===== config.mk =====
export PLATFORM = sky130hd
export DESIGN_NAME = shift_seq
export DESIGN_NICKNAME = d
export VERILOG_FILES = /design/src/rtl/shift_seq.sv
export SDC_FILE = /design/constraint.sdc
export NUM_CORES = 1
export LEC_CHECK = 0
export CORE_ASPECT_RATIO = 1.75
export CORE_MARGIN = 2
export CORE_UTILIZATION = 42
export CTS_CLUSTER_DIAMETER = 50
export DETAILED_ROUTE_END_ITERATION = 10
export PLACE_DENSITY = 0.8
export RECOVER_POWER = 100
export REMOVE_ABC_BUFFERS = 1
export SLEW_MARGIN = 20
export SYNTH_ARGS = -nofsm -noshare
export SYNTH_HDL_FRONTEND = slang
export SYNTH_SLANG_ARGS = --single-unit

===== constraint.sdc =====
create_clock -name i_clk -period 1.3 [get_ports i_clk]
set_input_delay 0.26 -clock i_clk [delete_from_list [all_inputs] [get_ports i_clk]]
set_output_delay 0.26 -clock i_clk [all_outputs]
set_load 0.005 [all_outputs]

===== src/rtl/shift_seq.sv =====
// ---------------------------------------------------------------------------
// shift_seq -- multi-cycle 32-bit shifter / rotator with valid/ready handshakes
//
// Purpose:
//    Accepts one operand, a shift amount and an operation. The shift is then
//    carried out iteratively on a working register. The result is identical
//    to a single-cycle SLL / SRL / SRA / ROR of the operand.
//
// Ports:
//    i_clk    in   1   clock, rising edge
//    i_rst_n  in   1   asynchronous active-low reset
//    i_valid  in   1   request valid (sampled only in IDLE)
//    o_ready  out  1   high exactly in IDLE
//    i_Data   in  32   operand
//    i_sh     in   5   shift amount 0..31
//    i_mod    in   2   00 SLL, 01 SRL, 10 SRA, 11 ROR
//    i_flush  in   1   synchronous abort, returns to IDLE on the next edge
//    o_valid  out  1   high exactly in DONE
//    i_ready  in   1   consumer takes the result
//    o_Data   out 32   result (meaningful only while o_valid=1)
//
// Configuration:
//    SHIFT_FAST4_EN  When defined, SHIFT cycles with a remaining count >= 4
//                    step 4 bits at once. Otherwise every step is 1 bit.
//                    The final result is the same in both builds.
// ---------------------------------------------------------------------------
module shift_seq (
   input  logic        i_clk,
   input  logic        i_rst_n,
   input  logic        i_valid,
   output logic        o_ready,
   input  logic [31:0] i_Data,
   input  logic [4:0]  i_sh,
   input  logic [1:0]  i_mod,
   input  logic        i_flush,
   output logic        o_valid,
   input  logic        i_ready,
   output logic [31:0] o_Data
);

   localparam logic [1:0] IDLE  = 2'd0;
   localparam logic [1:0] SHIFT = 2'd1;
   localparam logic [1:0] DONE  = 2'd2;

   localparam logic [1:0] OP_SLL = 2'b00;
   localparam logic [1:0] OP_SRL = 2'b01;
   localparam logic [1:0] OP_SRA = 2'b10;

   logic [1:0]  state_q, state_d;
   logic [31:0] data_q,  data_d;
   logic [4:0]  cnt_q,   cnt_d;
   logic [1:0]  mod_q,   mod_d;

   // One-bit step of the working register
   function automatic logic [31:0] step1(input logic [31:0] d, input logic [1:0] m);
      logic [31:0] r;
      case (m)
         OP_SLL:  r = {d[30:0], 1'b0};
         OP_SRL:  r = {1'b0, d[31:1]};
         OP_SRA:  r = {d[31], d[31:1]};
         default: r = {d[0], d[31:1]};
      endcase
      return r;
   endfunction

`ifdef SHIFT_FAST4_EN
   // Four-bit step, equivalent to four consecutive step1 calls
   function automatic logic [31:0] step4(input logic [31:0] d, input logic [1:0] m);
      logic [31:0] r;
      case (m)
         OP_SLL:  r = {d[27:0], 4'b0000};
         OP_SRL:  r = {4'b0000, d[31:4]};
         OP_SRA:  r = {{4{d[31]}}, d[31:4]};
         default: r = {d[3:0], d[31:4]};
      endcase
      return r;
   endfunction
`endif

   always_comb begin
      state_d = state_q;
      data_d  = data_q;
      cnt_d   = cnt_q;
      mod_d   = mod_q;

      if (i_flush) begin
         // Flush wins over everything, including a request arriving in IDLE
         state_d = IDLE;
      end else begin
         case (state_q)
            IDLE: begin
               if (i_valid) begin
                  data_d  = i_Data;
                  mod_d   = i_mod;
                  cnt_d   = i_sh;
                  state_d = (i_sh != 5'd0) ? SHIFT : DONE;
               end
            end
            SHIFT: begin
               // cnt_q is at least 1 here, so the subtraction never wraps
`ifdef SHIFT_FAST4_EN
               if (cnt_q >= 5'd4) begin
                  data_d = step4(data_q, mod_q);
                  cnt_d  = cnt_q - 5'd4;
               end else begin
                  data_d = step1(data_q, mod_q);
                  cnt_d  = cnt_q - 5'd1;
               end
`else
               data_d = step1(data_q, mod_q);
               cnt_d  = cnt_q - 5'd1;
`endif
               if (cnt_d == 5'd0) begin
                  state_d = DONE;
               end
            end
            DONE: begin
               // A request is not accepted on the consume edge: the state
               // first returns to IDLE, so the earliest accept is next cycle
               if (i_ready) begin
                  state_d = IDLE;
               end
            end
            default: state_d = IDLE;
         endcase
      end
   end

   always_ff @(posedge i_clk or negedge i_rst_n) begin
      if (!i_rst_n) begin
         state_q <= IDLE;
         data_q  <= 32'd0;
         cnt_q   <= 5'd0;
         mod_q   <= OP_SLL;
      end else begin
         state_q <= state_d;
         data_q  <= data_d;
         cnt_q   <= cnt_d;
         mod_q   <= mod_d;
      end
   end

   assign o_ready = (state_q == IDLE);
   assign o_valid = (state_q == DONE);
   assign o_Data  = data_q;

endmodule


==> impl_metrics.csv <==
group,metric,value,unit
critical_path,crit_family,"flip-flops",
synthesis,synth_top_area_share,42.14,%
cells_and_area,drive_above_1_share,36.13,%
clocking,cts-buffers-inserted,5,
placement,hpwl,4448,um
synthesis,synth_cell_types,33,
die,fp.dieH,104.7,um
cells_and_area,fin_nets,438,
sta,fmax,0.6764,GHz
drt,wirelength,9251,um
drt,post_drt_via_cell_ratio,5.721,
placement,portBuffers,77,
critical_path,worstSetupEndpointType,"flip-flop",
run_status,status,"complete, but fails checks",
drt,vias,2683,
sta,fin_skew,5.216,ps
die,rows,36,
critical_path,required,1490,ps
drt,drt_first_pass_iters,4,
power_and_ir_drop,p_total,7.905,mW
clocking,clock_sinks,41,
sta,hold_viol_final,0,
power_and_ir_drop,p_per_area,1822,nW/um^2
drt,first_iter_violations,156,
global_route,grt_pass1_wl,12090,um
die,io_pins,78,
cells_and_area,antenna_cells,0,
min_path,min_path_type,"reg2reg",
die,design.die.area,6446,sq um
critical_path,cp.arrival,1670,ps
synthesis,yosys.area.top_type,"dfrtp_1",
synthesis,synth-seq-cells,41,
placement,placed_area,3508,sq um
clocking,clockBufferDepth,2,
sta,finalSetupViolCount,40,
synthesis,synth_ff_type,"dfrtp_1",
synthesis,synth_edf_count,0,
drt,drc,0,
placement,place_ws,-332.5,ps
die,core_area,5585,sq um
synthesis,netlist_instances,247,
clocking,htree_levels,2,
sta,period_needed,1478,ps
synthesis,seq_area_frac_synth,42.14,%
critical_path,path_buf_inv,2,
cells_and_area,final_area,4339,sq um
placement,globalplace.congestion,0.8070,
sta,slew_viol_final,0,
sta,worst_pin_slew,578.6,ps
sta,maxSlewHeadroom,61.43,%
synthesis,async_reset_ff_share,100.0,%
cells_and_area,mostFrequentLayoutCells,"buf_4, clkdlybuf4s50_1, nor2_1, dfrtp_1, dlygate4sd2_1",
sta,tns,-4522,ps
synthesis,netlist_area,2435,sq um
sta,rsz0062_at_grt,"yes",
sta,fin_crit_sh,113.7,%
power_and_ir_drop,ir_drop,1.036,mV
sta,fin_ws,-178.5,ps
run,cap_violations,0,
drt,wl_per_cell,19.72,um
critical_path,slowest_stage,"dfrtp_1",
placement,dp_cells,411,
critical_path,crit_type,"reg2reg",
cells_and_area,layout_commonest_cell,"buf_4",
clocking,cts_tree,"done",
clocking,clk_latency,300,ps
global_route,track_usage,24.44,%
global_route,antenna_found_initial,0,
run_status,violations,"negative setup slack",
synthesis,synth.top_cells.by_area,"dfrtp_1, mux2i_1, a21o_1, nor2_1, a211oi_1",
critical_path,critPathMaxStageDelay,440,ps
critical_path,cp_max_fo,8,
clocking,cts-root-buf,"clkbuf_8",
global_route,grt_max_degree,42,
synthesis,syn_avg_cell_area,9.858,sq um
die,initial_utilization,43.59,%
critical_path,path_cells,"nor2_4 > buf_6 > buf_12 > mux2i_4 > a211oi_2 > a21o_1",
power_and_ir_drop,p_leak,2.083,nW
cells_and_area,area_growth,78.21,%
drt,drtAntennaViolNets,0,
synthesis,synth_warnings,0,
die,die_w,61.56,um
cells_and_area,final_cells,469,
cells_and_area,nFillCells,367,
critical_path,start_kind,"flip-flop",
global_route,grt_pass1_vias,2528,
clocking,path_clk_slew,80,ps
global_route,overflow,0,
[kinds of logic (layout without fill, tap and decap cells)]
group | Yosys count | in the layout | synth area share, %
fa+ha+maj | 2 | 2 | 1.028
flops | 41 | 41 | 42.14
mux | 32 | 32 | 13.21
simple gates | 61 | 61 | 11.36
buf+inv | 25 | 171 | 5.447
compound gates | 86 | 86 | 26.82
[registers in the layout, indices dropped and copies added, names as in the netlist]
signal,count
o_Data,32
cnt_q,5
mod_q,2
state_q,2
[per-stage QoR]
step	hold WS (ps)	util [%]
finish	571.6	77.69
floorplan	-35.59	-
detailed placement	248.0	62.81
global placement	250.4	62.81
global route	579.0	77.69
CTS	475.5	71.24
[synth_stat cells, drive strengths merged (2+ instances only)]
| cell type | n |
|---|---|
| nor2 | 44 |
| dfrtp | 41 |
| mux2i | 31 |
| a211oi | 30 |
| a21o | 30 |
| buf | 18 |
| o21ai | 13 |
| inv | 5 |
| nand2 | 5 |
| a21oi | 3 |
| a22oi | 3 |
| nor2b | 3 |
| nor3 | 3 |
| a31oi | 2 |
| clkbuf | 2 |
| ha | 2 |
[per-layer routing]
layer  vias to the layer above  global-route usage (%)  part of all wire, %
li1                       1187                       -                    -
met1                      1352                   28.65                   36
met2                       116                   42.11                   57
met3                        28                   3.960                  3.9
met4                         0                   9.726                  3.4
met5                         -                       0                    0
[worst reg2reg max path, cell delays in order (launching register included)]
cell,delay (ps)
dfrtp_1,440
nor2_4,140
buf_6,140
buf_12,140
mux2i_4,240
a211oi_2,100
a21o_1,180
[where the power goes]
group	switching, mW	internal (mW)	total, mW
logic	2.10	2.64	4.74
registers	0.365	1.71	2.07
clock network	0.466	0.627	1.09
total	2.93	4.97	7.91
[path summary, 6_finish.rpt]
kind,to,cells past startpoint,slack [ps],startpoint
min reg2reg,o_Data[29],1,570,o_Data[29]
min in group asynchronous,o_Data[15],3,630,i_rst_n
max reg2reg,o_Data[27],6,-180,mod_q[1]
max in group asynchronous,state_q[1],3,240,i_rst_n
max,o_Data[27],6,-180,mod_q[1]
min,o_Data[29],1,570,o_Data[29]
[final cells by class]
type                    instances  area [sq um]  area share, %
inverters                       5         18.77         0.4325
flip-flops and latches         41          1028          23.70
clock buffers                   7         86.33          1.990
well taps                      76         95.09          2.191
multi-input cells             181          1490          34.34
repair buffers                158          1590          36.65
clock inverters                 1         30.03         0.6920
[repair_timing]
action,in CTS,in global routing
gates cloned,2,6
hold buffers,1,0
resized for setup,63,42
hold endpoints to repair,41,0
setup endpoints to repair,72,44
buffers inserted,31,10
pin swaps,4,12
Note: power is estimated with default switching activity, not from simulation.
==> variant: new RTL, same settings <==
The option `SHIFT_FAST4_EN` is turned on by a define.
--- a/src/rtl/shift_seq.sv
+++ b/src/rtl/shift_seq.sv
@@ -26,2 +26,4 @@
 // ---------------------------------------------------------------------------
+`define SHIFT_FAST4_EN
+
 module shift_seq (
Check against the original RTL: not equivalent (a bounded check fails within 4 cycles, from zero or initial values and one cycle with i_rst_n low).
==> variant against the unedited design <==
- critical path type unchanged
- wire length rose by 75%
- cell area rose by 26%
- sequential cell count did not move
- setup slack got worse by 0.80 ns
- synthesized area rose by 24%
- highest routed layer unchanged
- the flow still finishes with violations (setup timing)
- global-route usage rose by 12 points
- clock skew rose by 0.0077 ns
Power is not compared: it rests on default switching activity, and its combinational part moved more than twofold at a synthesized area within 25%.
==> variant: results (changes against the unedited design) <==
Clock Latency Late Sink=0.31 ns; status=complete, but fails checks; failing checks=setup timing; Post-synth top cells=48 x nor2_1, 48 x o21ai_0, 41 x dfrtp_1; post-DP HPWL=7.56 mm (+70%); drt via density=6.93 (+21%); number of fill cells=403 (+9.8%); Slew headroom=0.560 (-0.0540); Setup Total Neg Slack=-31.20 ns (-26.67 ns); Hold Path Depth=3 (+2); layout cells sized above 1=0.443 (+0.0819); post-route setup slack=-0.978 ns (-0.800 ns); register area share after synthesis=0.340 (-0.0817); Cell Area, Placed=4360 µm² (+24%); gr usage total=0.367 (+0.123); Nets=584 (+33%); Initial DRT Pass Iterations=8 (+4); final wirelength=16.2 mm (+75%); Critical R2R Launch=cnt_q[2]; R2R depth=7 (+1); Clock Tree Root=clkbuf_16; first-pass GRT wire length=21.6 mm (+78%); CP Data Arrival Time=2.45 ns (+0.78 ns); largest net degree at the start of global routing=42 (unchanged); CTS max path bufs=2 (unchanged); final setup fails=43 (+7.5%); worst hold path class=input port to register; Hold Startpoint=i_mod[0]; vias in the first global route=4094 (+62%); Final Skew=0.0129 ns (+0.00767 ns); synth unique cells=48 (+45%); crit-path max FO=7 (-1); Area contributors post-synth=dfrtp_1 34%, mux2_2 10%, o21ai_0 8.0%; GPL Wtd Cong=0.881 (+9.1%); Initial DRC Count=696 (+350%)
[variant: cell count changes after synthesis, sizes merged, moves of 14 or more]
cell    unedited run  this run
nand2              5        29
a211oi            30         2
mux2i             31         2
a21o              30         1
mux2               1        27
o21ai             13        53
a21oi              3        17
clkbuf             2        26
[variant: what timing repair did]
item,4_1_cts,5_1_grt
setup buffers,39,13
resized for setup,142,44
gates cloned,4,0
setup endpoints to repair,74,46
hold buffers,1,0
hold endpoints to repair,41,0
pin swaps,43,25
[variant: where the power goes]
group / switching, mW / internal (mW) / total [mW]
clock network: 0.595 / 0.963 / 1.56
registers: 0.603 / 1.94 / 2.54
logic: 6.70 / 6.60 / 13.3
[variant: logic make-up (layout without fill, tap and decap cells)]
| group | after synthesis | after routing | synth area share |
|---|---|---|---|
| compound gates | 115 | 115 | 0.251 |
| buf+inv | 40 | 219 | 0.0576 |
| flops | 41 | 41 | 0.340 |
| mux | 35 | 35 | 0.152 |
| fa+ha+maj | 4 | 4 | 0.0166 |
| xor+xnor | 1 | 1 | 0.00290 |
| simple gates | 122 | 122 | 0.181 |
[variant: worst max-delay path: stages, from the launching register on]
cell and delay (ns):
dfrtp_1 0.45, ha_4 0.20, a2111oi_4 0.35, buf_6 0.21, buf_12 0.16, mux4_2 0.54
nor2_2 0.13, o21ai_1 0.11
[variant: final timing paths]
path                               to  slack, ns
max reg2reg                 o_Data[7]      -0.98
max in group asynchronous   o_Data[4]       0.17
min reg2reg                o_Data[15]       0.64
min                          mod_q[0]       0.54
min in group asynchronous  o_Data[20]       0.61
max                         o_Data[7]      -0.98
[variant: final cells by class]
class                           instances  area (µm²)  area share
Multi-Input combinational cell        277        2230       0.407
Timing Repair Buffer                  205        1910       0.348
Sequential cell                        41        1040       0.190
Clock buffer                            7         143      0.0260
Tap cell                               84         105      0.0192
Clock inverter                          1        30.0     0.00548
Inverter                                6        22.5     0.00411
[variant: routing by layer]
metal  GRT usage  part of all wire
met1       0.418              0.33
met2       0.603              0.47
met3      0.0665              0.11
met4       0.261             0.089
met5           0                 0
[variant: metrics by stage]
| stage | setup slack, ns | cells |
|---|---|---|
| after floorplan | -2.14 | 324 |
| after global placement | -0.735 | 559 |
| after detailed placement | -0.830 | 559 |
| after CTS | -0.794 | 610 |
| after global routing | -0.956 | 621 |
| final | -0.978 | 621 |
